$ cat src/rtl/fpu_seq_alu_if.sv
// Request/response bundle for the multi-cycle floating-point ALU.
// The master side issues operations; the slave side is the ALU itself.
interface fpu_seq_alu_if #(
    parameter int EXP_W = 8,
    parameter int MAN_W = 23
);
    localparam int W = 1 + EXP_W + MAN_W;

    logic         start;
    logic [2:0]   op;
    logic [1:0]   cmp_cond;
    logic [W-1:0] operand1;
    logic [W-1:0] operand2;
    logic         flag_clr;
    logic         busy;
    logic         done;
    logic [W-1:0] result;
    logic         com_result;
    logic         DIVZ;
    logic         QNAN;
    logic         SNAN;
    logic         INEX;
    logic         UNFL;
    logic         OVFL;

    modport master (
        output start, op, cmp_cond, operand1, operand2, flag_clr,
        input  busy, done, result, com_result, DIVZ, QNAN, SNAN, INEX, UNFL, OVFL
    );

    modport slave (
        input  start, op, cmp_cond, operand1, operand2, flag_clr,
        output busy, done, result, com_result, DIVZ, QNAN, SNAN, INEX, UNFL, OVFL
    );
endinterface

$ cat src/rtl/fpu_seq_alu.sv
// Multi-cycle floating-point ALU: unpack, compute (iterative divide), normalise, pack.
// Round-toward-zero, subnormals-as-zero, sticky exception flags.
module fpu_seq_alu #(
    parameter int EXP_W = 8,
    parameter int MAN_W = 23
) (
    input logic          clk,
    input logic          rst,
    fpu_seq_alu_if.slave bus
);
    localparam int W    = 1 + EXP_W + MAN_W;
    localparam int MW   = MAN_W + 1;
    localparam int EXT  = MW + 3;
    localparam int XW   = EXP_W + 3;
    localparam int QW   = MAN_W + 2;
    localparam int CW   = $clog2(QW + 1);
    localparam int BIAS = (1 << (EXP_W - 1)) - 1;
    localparam logic [EXP_W-1:0] EXP_MAX = '1;
    localparam logic [EXP_W-1:0] EXP_BIG = EXP_MAX - 1'b1;
    localparam logic [W-1:0]     QNAN_VAL = {1'b0, EXP_MAX, 1'b1, {(MAN_W-1){1'b0}}};

    typedef enum logic [1:0] {IDLE, UNPACK, EXEC, PACK} state_t;
    typedef enum logic [2:0] {OP_ADD, OP_SUB, OP_MUL, OP_DIV, OP_INV, OP_ABS, OP_COM, OP_RSV} op_t;
    typedef struct packed {
        logic divz, qnan, snan, inex, unfl, ovfl;
    } flags_t;

    state_t state;
    logic   busy_q, done_q, com_q;
    logic [W-1:0] result_q;
    flags_t flags_q;

    logic [W-1:0] a_q, b_q;
    op_t          op_q;
    logic [1:0]   cmp_q;
    logic [W-1:0] fin_res;
    logic         fin_com, fin_com_we, fin_direct;
    flags_t       fin_flags;
    logic         n_sign, n_inex, n_zero;
    logic signed [XW-1:0] n_exp;
    logic [MAN_W-1:0]     n_man;
    logic [MW:0]   rem_q;
    logic [QW-1:0] quo_q;
    logic [CW-1:0] cnt_q;

    function automatic int lzc(input logic [EXT:0] v);
        lzc = EXT + 1;
        for (int i = 0; i <= EXT; i++)
            if (v[i]) lzc = EXT - i;
    endfunction

    // Operand field decode (DAZ: exponent zero means zero)
    logic a_sign, b_sign, b_eff_sign;
    logic [EXP_W-1:0] a_exp, b_exp;
    logic [MAN_W-1:0] a_man, b_man;
    logic [MW-1:0]    a_sig, b_sig;
    logic a_zero, b_zero, a_inf, b_inf, a_nan, b_nan, any_nan, any_snan;

    assign {a_sign, a_exp, a_man} = a_q;
    assign {b_sign, b_exp, b_man} = b_q;
    assign a_sig      = {1'b1, a_man};
    assign b_sig      = {1'b1, b_man};
    assign b_eff_sign = b_sign ^ (op_q == OP_SUB);
    assign a_zero     = (a_exp == '0);
    assign b_zero     = (b_exp == '0);
    assign a_inf      = (a_exp == EXP_MAX) && (a_man == '0);
    assign b_inf      = (b_exp == EXP_MAX) && (b_man == '0);
    assign a_nan      = (a_exp == EXP_MAX) && (a_man != '0);
    assign b_nan      = (b_exp == EXP_MAX) && (b_man != '0);
    assign any_nan    = a_nan || b_nan;
    assign any_snan   = (a_nan && !a_man[MAN_W-1]) || (b_nan && !b_man[MAN_W-1]);

    // Ordered compare on sign-magnitude keys; -0 and +0 collapse to the same key
    logic signed [W:0] a_key, b_key;
    logic [W-1:0]      a_mag, b_mag;
    always_comb begin
        a_mag = a_zero ? '0 : {1'b0, a_q[W-2:0]};
        b_mag = b_zero ? '0 : {1'b0, b_q[W-2:0]};
        a_key = a_sign ? -$signed({1'b0, a_mag}) : $signed({1'b0, a_mag});
        b_key = b_sign ? -$signed({1'b0, b_mag}) : $signed({1'b0, b_mag});
    end

    // Results that are fully determined at unpack time
    logic         spec_hit, spec_com, spec_com_we;
    logic [W-1:0] spec_res;
    flags_t       spec_flags;
    always_comb begin
        spec_hit    = 1'b1;
        spec_res    = '0;
        spec_com    = 1'b0;
        spec_com_we = 1'b0;
        spec_flags  = '0;
        case (op_q)
            OP_INV: spec_res = {~a_sign, a_q[W-2:0]};
            OP_ABS: spec_res = {1'b0, a_q[W-2:0]};
            OP_RSV: spec_com_we = 1'b1;
            OP_COM: begin
                spec_com_we     = 1'b1;
                spec_flags.qnan = any_nan;
                spec_flags.snan = any_snan;
                if (any_nan) begin
                    spec_res = W'(2);
                    spec_com = (cmp_q == 2'd3);
                end else if (a_key < b_key) begin
                    spec_res = '1;
                    spec_com = (cmp_q == 2'd0);
                end else if (a_key > b_key) begin
                    spec_res = W'(1);
                    spec_com = (cmp_q == 2'd2);
                end else begin
                    spec_com = (cmp_q == 2'd1);
                end
            end
            default: begin
                if (any_nan) begin
                    spec_res        = QNAN_VAL;
                    spec_flags.qnan = 1'b1;
                    spec_flags.snan = any_snan;
                end else if (op_q == OP_ADD || op_q == OP_SUB) begin
                    if (a_inf && b_inf && (a_sign != b_eff_sign)) begin
                        spec_res        = QNAN_VAL;
                        spec_flags.qnan = 1'b1;
                    end else if (a_inf)          spec_res = {a_sign, EXP_MAX, {MAN_W{1'b0}}};
                    else if (b_inf)              spec_res = {b_eff_sign, EXP_MAX, {MAN_W{1'b0}}};
                    else if (a_zero && b_zero)   spec_res = '0;
                    else if (a_zero)             spec_res = {b_eff_sign, b_q[W-2:0]};
                    else if (b_zero)             spec_res = a_q;
                    else                         spec_hit = 1'b0;
                end else if (op_q == OP_MUL) begin
                    if ((a_zero && b_inf) || (a_inf && b_zero)) begin
                        spec_res        = QNAN_VAL;
                        spec_flags.qnan = 1'b1;
                    end else if (a_inf || b_inf)   spec_res = {a_sign ^ b_sign, EXP_MAX, {MAN_W{1'b0}}};
                    else if (a_zero || b_zero)     spec_res = {a_sign ^ b_sign, {(W-1){1'b0}}};
                    else                           spec_hit = 1'b0;
                end else begin
                    if ((a_zero && b_zero) || (a_inf && b_inf)) begin
                        spec_res        = QNAN_VAL;
                        spec_flags.qnan = 1'b1;
                    end else if (a_inf) begin
                        spec_res = {a_sign ^ b_sign, EXP_MAX, {MAN_W{1'b0}}};
                    end else if (b_zero) begin
                        spec_res        = {a_sign ^ b_sign, EXP_MAX, {MAN_W{1'b0}}};
                        spec_flags.divz = 1'b1;
                    end else if (a_zero || b_inf) begin
                        spec_res = {a_sign ^ b_sign, {(W-1){1'b0}}};
                    end else begin
                        spec_hit = 1'b0;
                    end
                end
            end
        endcase
    end

    // ADD/SUB: align the smaller magnitude, keep guard/round/sticky, normalise by LZC
    logic             a_big, big_sign, sml_sign, sticky;
    logic [EXP_W-1:0] big_exp, sml_exp, diff;
    logic [MW-1:0]    big_sig, sml_sig;
    logic [EXT-1:0]   sml_ext0, sml_ext;
    logic [EXT:0]     sum, norm;
    int               lz;
    always_comb begin
        a_big    = (a_q[W-2:0] >= b_q[W-2:0]);
        big_sign = a_big ? a_sign : b_eff_sign;
        sml_sign = a_big ? b_eff_sign : a_sign;
        big_exp  = a_big ? a_exp : b_exp;
        sml_exp  = a_big ? b_exp : a_exp;
        big_sig  = a_big ? a_sig : b_sig;
        sml_sig  = a_big ? b_sig : a_sig;
        diff     = big_exp - sml_exp;
        sml_ext0 = {sml_sig, 3'b000};
        if (int'(diff) >= EXT) begin
            sml_ext = '0;
            sticky  = 1'b1;
        end else begin
            sml_ext = sml_ext0 >> diff;
            sticky  = |(sml_ext0 & ~({EXT{1'b1}} << diff));
        end
        sml_ext[0] = sml_ext[0] | sticky;
        sum = (big_sign == sml_sign) ? {1'b0, big_sig, 3'b000} + {1'b0, sml_ext}
                                     : {1'b0, big_sig, 3'b000} - {1'b0, sml_ext};
        lz   = lzc(sum);
        norm = sum[EXT] ? {1'b0, sum[EXT:2], sum[1] | sum[0]} : (sum << (lz - 1));
    end

    // MUL: full product, at most one bit of normalisation
    logic [2*MW-1:0] prod;
    logic            mul_hi;
    assign prod   = a_sig * b_sig;
    assign mul_hi = prod[2*MW-1];

    // DIV: one restoring step per EXEC cycle
    logic          rem_ge, div_hi;
    logic [MW:0]   rem_sub;
    assign rem_ge  = (rem_q >= {1'b0, b_sig});
    assign rem_sub = rem_ge ? rem_q - {1'b0, b_sig} : rem_q;
    assign div_hi  = quo_q[QW-1];

    // Final rounding/range handling for computed results
    logic [W-1:0] pack_res;
    flags_t       pack_flags;
    always_comb begin
        pack_res   = fin_res;
        pack_flags = fin_flags;
        if (!fin_direct) begin
            pack_flags = '0;
            if (n_zero) begin
                pack_res = '0;
            end else if (n_exp >= $signed(XW'(EXP_MAX))) begin
                pack_res        = {n_sign, EXP_BIG, {MAN_W{1'b1}}};
                pack_flags.ovfl = 1'b1;
                pack_flags.inex = 1'b1;
            end else if (n_exp < 1) begin
                pack_res        = {n_sign, {(W-1){1'b0}}};
                pack_flags.unfl = 1'b1;
                pack_flags.inex = 1'b1;
            end else begin
                pack_res        = {n_sign, n_exp[EXP_W-1:0], n_man};
                pack_flags.inex = n_inex;
            end
        end
    end

    // NOTE: datapath registers carry no reset; each is written before the FSM reads it.
    always_ff @(posedge clk) begin
        case (state)
            IDLE: if (bus.start) begin
                a_q   <= bus.operand1;
                b_q   <= bus.operand2;
                op_q  <= op_t'(bus.op);
                cmp_q <= bus.cmp_cond;
            end
            UNPACK: begin
                fin_res    <= spec_res;
                fin_com    <= spec_com;
                fin_com_we <= spec_com_we;
                fin_flags  <= spec_flags;
                fin_direct <= spec_hit;
                rem_q      <= {1'b0, a_sig};
                quo_q      <= '0;
                cnt_q      <= '0;
            end
            EXEC: begin
                n_zero <= 1'b0;
                if (op_q == OP_DIV) begin
                    if (cnt_q == CW'(QW)) begin
                        n_sign <= a_sign ^ b_sign;
                        n_exp  <= XW'(int'(a_exp) - int'(b_exp) + BIAS - 1 + int'(div_hi));
                        n_man  <= div_hi ? quo_q[QW-2:1] : quo_q[QW-3:0];
                        n_inex <= (rem_q != '0) || (div_hi && quo_q[0]);
                    end else begin
                        rem_q <= rem_sub << 1;
                        quo_q <= {quo_q[QW-2:0], rem_ge};
                        cnt_q <= cnt_q + 1'b1;
                    end
                end else if (op_q == OP_MUL) begin
                    n_sign <= a_sign ^ b_sign;
                    n_exp  <= XW'(int'(a_exp) + int'(b_exp) - BIAS + int'(mul_hi));
                    n_man  <= mul_hi ? prod[2*MW-2 -: MAN_W] : prod[2*MW-3 -: MAN_W];
                    n_inex <= mul_hi ? |prod[MW-1:0] : |prod[MW-2:0];
                end else begin
                    n_sign <= big_sign;
                    n_exp  <= XW'(int'(big_exp) + 1 - lz);
                    n_man  <= norm[EXT-2:3];
                    n_inex <= |norm[2:0];
                    n_zero <= (sum == '0);
                end
            end
            default: ;
        endcase
    end

    always_ff @(posedge clk) begin
        if (rst) begin
            state    <= IDLE;
            busy_q   <= 1'b0;
            done_q   <= 1'b0;
            result_q <= '0;
            com_q    <= 1'b0;
            flags_q  <= '0;
        end else begin
            done_q  <= 1'b0;
            // A completing op's flags are ORed after the clear, so set wins
            flags_q <= (bus.flag_clr ? '0 : flags_q) | ((state == PACK) ? pack_flags : '0);
            case (state)
                IDLE: if (bus.start) begin
                    busy_q <= 1'b1;
                    state  <= UNPACK;
                end
                UNPACK: state <= spec_hit ? PACK : EXEC;
                EXEC: if (op_q != OP_DIV || cnt_q == CW'(QW)) state <= PACK;
                PACK: begin
                    result_q <= pack_res;
                    if (fin_com_we) com_q <= fin_com;
                    done_q <= 1'b1;
                    busy_q <= 1'b0;
                    state  <= IDLE;
                end
                default: state <= IDLE;
            endcase
        end
    end

    assign bus.busy       = busy_q;
    assign bus.done       = done_q;
    assign bus.result     = result_q;
    assign bus.com_result = com_q;
    assign bus.DIVZ       = flags_q.divz;
    assign bus.QNAN       = flags_q.qnan;
    assign bus.SNAN       = flags_q.snan;
    assign bus.INEX       = flags_q.inex;
    assign bus.UNFL       = flags_q.unfl;
    assign bus.OVFL       = flags_q.ovfl;
endmodule

$ cat src/flat_wrapper.sv
// flat-port wrapper written by rule: the top's interface ports become plain ports
module fpu_seq_alu_flat 
#(
    parameter int EXP_W = 8,
    parameter int MAN_W = 23
)
  (clk, rst, bus_start, bus_op, bus_cmp_cond, bus_operand1, bus_operand2, bus_flag_clr, bus_busy, bus_done, bus_result, bus_com_result, bus_DIVZ, bus_QNAN, bus_SNAN, bus_INEX, bus_UNFL, bus_OVFL);
  fpu_seq_alu_if #(.EXP_W(EXP_W), .MAN_W(MAN_W)) bus_i ();
  input logic clk;
  input logic rst;
  input wire logic [$bits(bus_i.start)-1:0] bus_start;
  input wire logic [$bits(bus_i.op)-1:0] bus_op;
  input wire logic [$bits(bus_i.cmp_cond)-1:0] bus_cmp_cond;
  input wire logic [$bits(bus_i.operand1)-1:0] bus_operand1;
  input wire logic [$bits(bus_i.operand2)-1:0] bus_operand2;
  input wire logic [$bits(bus_i.flag_clr)-1:0] bus_flag_clr;
  output wire logic [$bits(bus_i.busy)-1:0] bus_busy;
  output wire logic [$bits(bus_i.done)-1:0] bus_done;
  output wire logic [$bits(bus_i.result)-1:0] bus_result;
  output wire logic [$bits(bus_i.com_result)-1:0] bus_com_result;
  output wire logic [$bits(bus_i.DIVZ)-1:0] bus_DIVZ;
  output wire logic [$bits(bus_i.QNAN)-1:0] bus_QNAN;
  output wire logic [$bits(bus_i.SNAN)-1:0] bus_SNAN;
  output wire logic [$bits(bus_i.INEX)-1:0] bus_INEX;
  output wire logic [$bits(bus_i.UNFL)-1:0] bus_UNFL;
  output wire logic [$bits(bus_i.OVFL)-1:0] bus_OVFL;
  assign bus_i.start = bus_start;
  assign bus_i.op = bus_op;
  assign bus_i.cmp_cond = bus_cmp_cond;
  assign bus_i.operand1 = bus_operand1;
  assign bus_i.operand2 = bus_operand2;
  assign bus_i.flag_clr = bus_flag_clr;
  assign bus_busy = bus_i.busy;
  assign bus_done = bus_i.done;
  assign bus_result = bus_i.result;
  assign bus_com_result = bus_i.com_result;
  assign bus_DIVZ = bus_i.DIVZ;
  assign bus_QNAN = bus_i.QNAN;
  assign bus_SNAN = bus_i.SNAN;
  assign bus_INEX = bus_i.INEX;
  assign bus_UNFL = bus_i.UNFL;
  assign bus_OVFL = bus_i.OVFL;
  fpu_seq_alu #(.EXP_W(EXP_W), .MAN_W(MAN_W)) u_core (.clk(clk), .rst(rst), .bus(bus_i));
endmodule
$ cat config.mk
export PLATFORM = sky130hd
export DESIGN_NAME = fpu_seq_alu_flat
export DESIGN_NICKNAME = d
export VERILOG_FILES = /design/src/rtl/fpu_seq_alu_if.sv /design/src/rtl/fpu_seq_alu.sv /design/src/flat_wrapper.sv
export SDC_FILE = /design/constraint.sdc
export NUM_CORES = 2
export LEC_CHECK = 0
export ABC_CLOCK_PERIOD_IN_PS = 23000
export BUFFER_PORTS_ARGS = -buffer_cell sky130_fd_sc_hd__buf_2
export CORE_ASPECT_RATIO = 0.6
export CORE_MARGIN = 5
export CORE_UTILIZATION = 60
export CTS_CLUSTER_SIZE = 24
export DETAILED_ROUTE_END_ITERATION = 10
export GPL_TIMING_DRIVEN = 0
export MAX_ROUTING_LAYER = met4
export PLACE_DENSITY = 0.79
export SLEW_MARGIN = 20
export SYNTH_ARGS = -nofsm -noshare
export SYNTH_HDL_FRONTEND = slang
export SYNTH_SLANG_ARGS = --single-unit
$ cat constraint.sdc
create_clock -name clk -period 23 [get_ports clk]
set_input_delay 1.15 -clock clk [delete_from_list [all_inputs] [get_ports clk]]
set_output_delay 1.15 -clock clk [all_outputs]
set_load 0.02 [all_outputs]
==> impl_metrics.ini <==
[critical_path]
setup.worst_path.start = u_core.b_q[19]
crit_arrival_ns = 18.76
max_stage_delay_ns = 0.94
critical-path-top-delay-family = compound AO/OA/AOI/OAI gates
crit_top_cell = clkbuf_1
path_class = flop to flop
r2r-start = u_core.b_q[19]
endpoint_kind = flop
cp-start-kind = flop
path_buf_inv = 9
critPathRequiredTime_ns = 23.32
cp_max_fo = 11
cpMaxStageDelayCell = a32oi_1

[worst_hold_path]
hold_start = u_core.bus.OVFL
min_path_type = flop to flop

[grt]
track_usage = 0.4837
antenna_found_initial = 9
grt-ovfl-total = 0
grt_max_degree = 46
grt_pass1_vias = 38090
grt_pass1_wl_um = 259700

[final_layout]
mostFrequentLayoutCells = 688 x inv_1, 645 x nand2_1, 487 x fa_1
final_common_cell = inv_1
nFillCells = 6029
final_cells = 6146
nets = 6102
drive_above_1_share = 0.06189
syn2layout_area_growth_pct = 6.710
final_cell_area_um2 = 44890

[yosys]
synth_top_area_frac = 0.2317
syn_inst = 5035
yosysWarnings = 0
netlist.top_cell.by_area = fa_1
synth_edf_count = 199
ys_seq_area_frac = 0.1625
synth.ff_latch_count = 242
avgSynthCellArea_um2 = 8.356
synth-async-reset-ratio = 0
synthFlopType = edfxtp_1
syn_area_um2 = 42070
synth_area_leaders = fa_1 23%, edfxtp_1 14%, ha_1 11%
yosysUniqueCellTypes = 112
syn_nets = 5953

[timing]
rsz0062_at_grt = false
maxSlewHeadroom = 0.09611
tns_ns = 0
max_slew.worst_pin.slew_ns = 1.342
skew_ns = 0.03950
setup_viol = 0
finalCritPeriodShare = 0.8017
final-hold-violation-count = 0
fin_crit_ns = 18.44
fmaxAchievable_ghz = 0.05423
drv_slew = 0

[clock_tree]
insertion_delay_ns = 0.65
cts_max_level = 1
cts_tree = built
path_clk_slew_ns = 0.08
cts_resized = 0
postCtsSetupBuffers = 0
numCtsBuffers = 26
numClockSinks = 242
ctsHoldBuffers = 0
clockBufferDepth = 3
cts-root-buf = clkbuf_16

[drt]
ant_nets = 0
wl_um = 182000
wl_per_cell_um = 29.62
met3_length_um = 39140
drc = 0
drt_iter0_drc = 7461
wl_met2_um = 62460
met1Wirelength_um = 72380
first_pass_iters = 8
vias = 41630
routed.top_layer = met4
viasPerCell = 6.774

[placement]
placed_cell_area_um2 = 43980
hpwlAfterDp_um = 147900
gp_congestion = 1.112
place_inst = 6080
port_buffers = 112

[run_status]
status = completed

[floorplan]
rows = 75
ioPinCount = 114
die_w_um = 351.9
floorplan.initialDensity = 0.6034
fp.dieH_um = 215.1
die_area_um2 = 75690
coreArea_um2 = 69720

[run]
max_cap_violations = 0
## logic make-up after synthesis
kind of cell | share of synthesized area
AO/OA/AOI/OAI | 0.1621
buffers and inverters | 0.09107
flip-flops | 0.1625
adder cells (fa/ha/maj) | 0.3384
XOR/XNOR | 0.03402
multiplexers | 0.04012
AND/OR/NAND/NOR | 0.1717
## sequential cells by signal, indices dropped and copies added (netlist names), 5 cells and up
name               count
u_core.cnt_q           5
u_core.n_exp          11
u_core.rem_q          25
u_core.fin_res        32
u_core.b_q            32
u_core.quo_q          25
u_core.bus.result     32
u_core.n_man          23
u_core.a_q            32
## cells in the mapped netlist (27+ instances only)
library cell  instances
clkbuf_1            234
a211oi_1             43
and2_1               79
a22oi_1              64
xor2_1               39
nand4_1              38
nor3_1               90
xnor2_1             117
edfxtp_1            199
o21ai_0             256
nand3_1              79
nor2b_1              38
fa_1                487
inv_1               688
nand2b_1             46
a31oi_1              57
and3_1               27
mux2_2               29
buf_1                54
o211ai_1             40
ha_1                358
a21oi_1             246
o31ai_1              38
or3_1                29
a21o_1               51
mux2i_1              76
nand2_1             645
nor2_1              458
dfxtp_1              43
## metrics by stage
stage            util  hold WS [ns]  worst slack, ns
3_5_place_dp   0.6308        0.4548            6.015
2_1_floorplan       -        0.4546            11.61
5_1_grt        0.6436        0.5009            4.196
4_1_cts        0.6429        0.4646            5.843
6_report       0.6439        0.4636            4.561
3_3_place_gp   0.6280        0.4496            5.673
## per-layer routing
metal	global-route usage	up-vias
li1	-	17200
met1	0.6816	20180
met2	0.5475	3694
met3	0.3136	555
met4	0.1454	0
met5	-	-
## worst paths after layout
path | endpoint | cells past startpoint | slack (ns)
max | u_core.n_man[18] | 54 | 4.56
min | u_core.bus.OVFL | 2 | 0.46
max reg2reg | u_core.n_man[18] | 54 | 4.56
min reg2reg | u_core.bus.OVFL | 2 | 0.46
## worst register-to-register path, delay by kind of cell (launching register included)
family,cells,cell delay (ns)
simple gates,12,2.90
flops,1,0.41
mux,4,1.40
compound gates,25,7.71
buf+inv,9,4.21
fa+ha+maj,4,1.53
## final cells by class
class                           count  area, um2  area share
Timing Repair Buffer              121      703.2     0.01566
Sequential cell                   242       6837      0.1523
Buffer                            310       1231     0.02742
Antenna cell                       19      47.55    0.001059
Multi-Input combinational cell   3787      31460      0.7008
Clock buffer                       32      715.7     0.01594
Inverter                          696       2613     0.05819
Tap cell                          924       1156     0.02575
Clock inverter                     15      127.6    0.002843
Power is left out: the tool's default activity adds up to more than one toggle a clock period on the data nets, which glitch-free logic cannot reach.
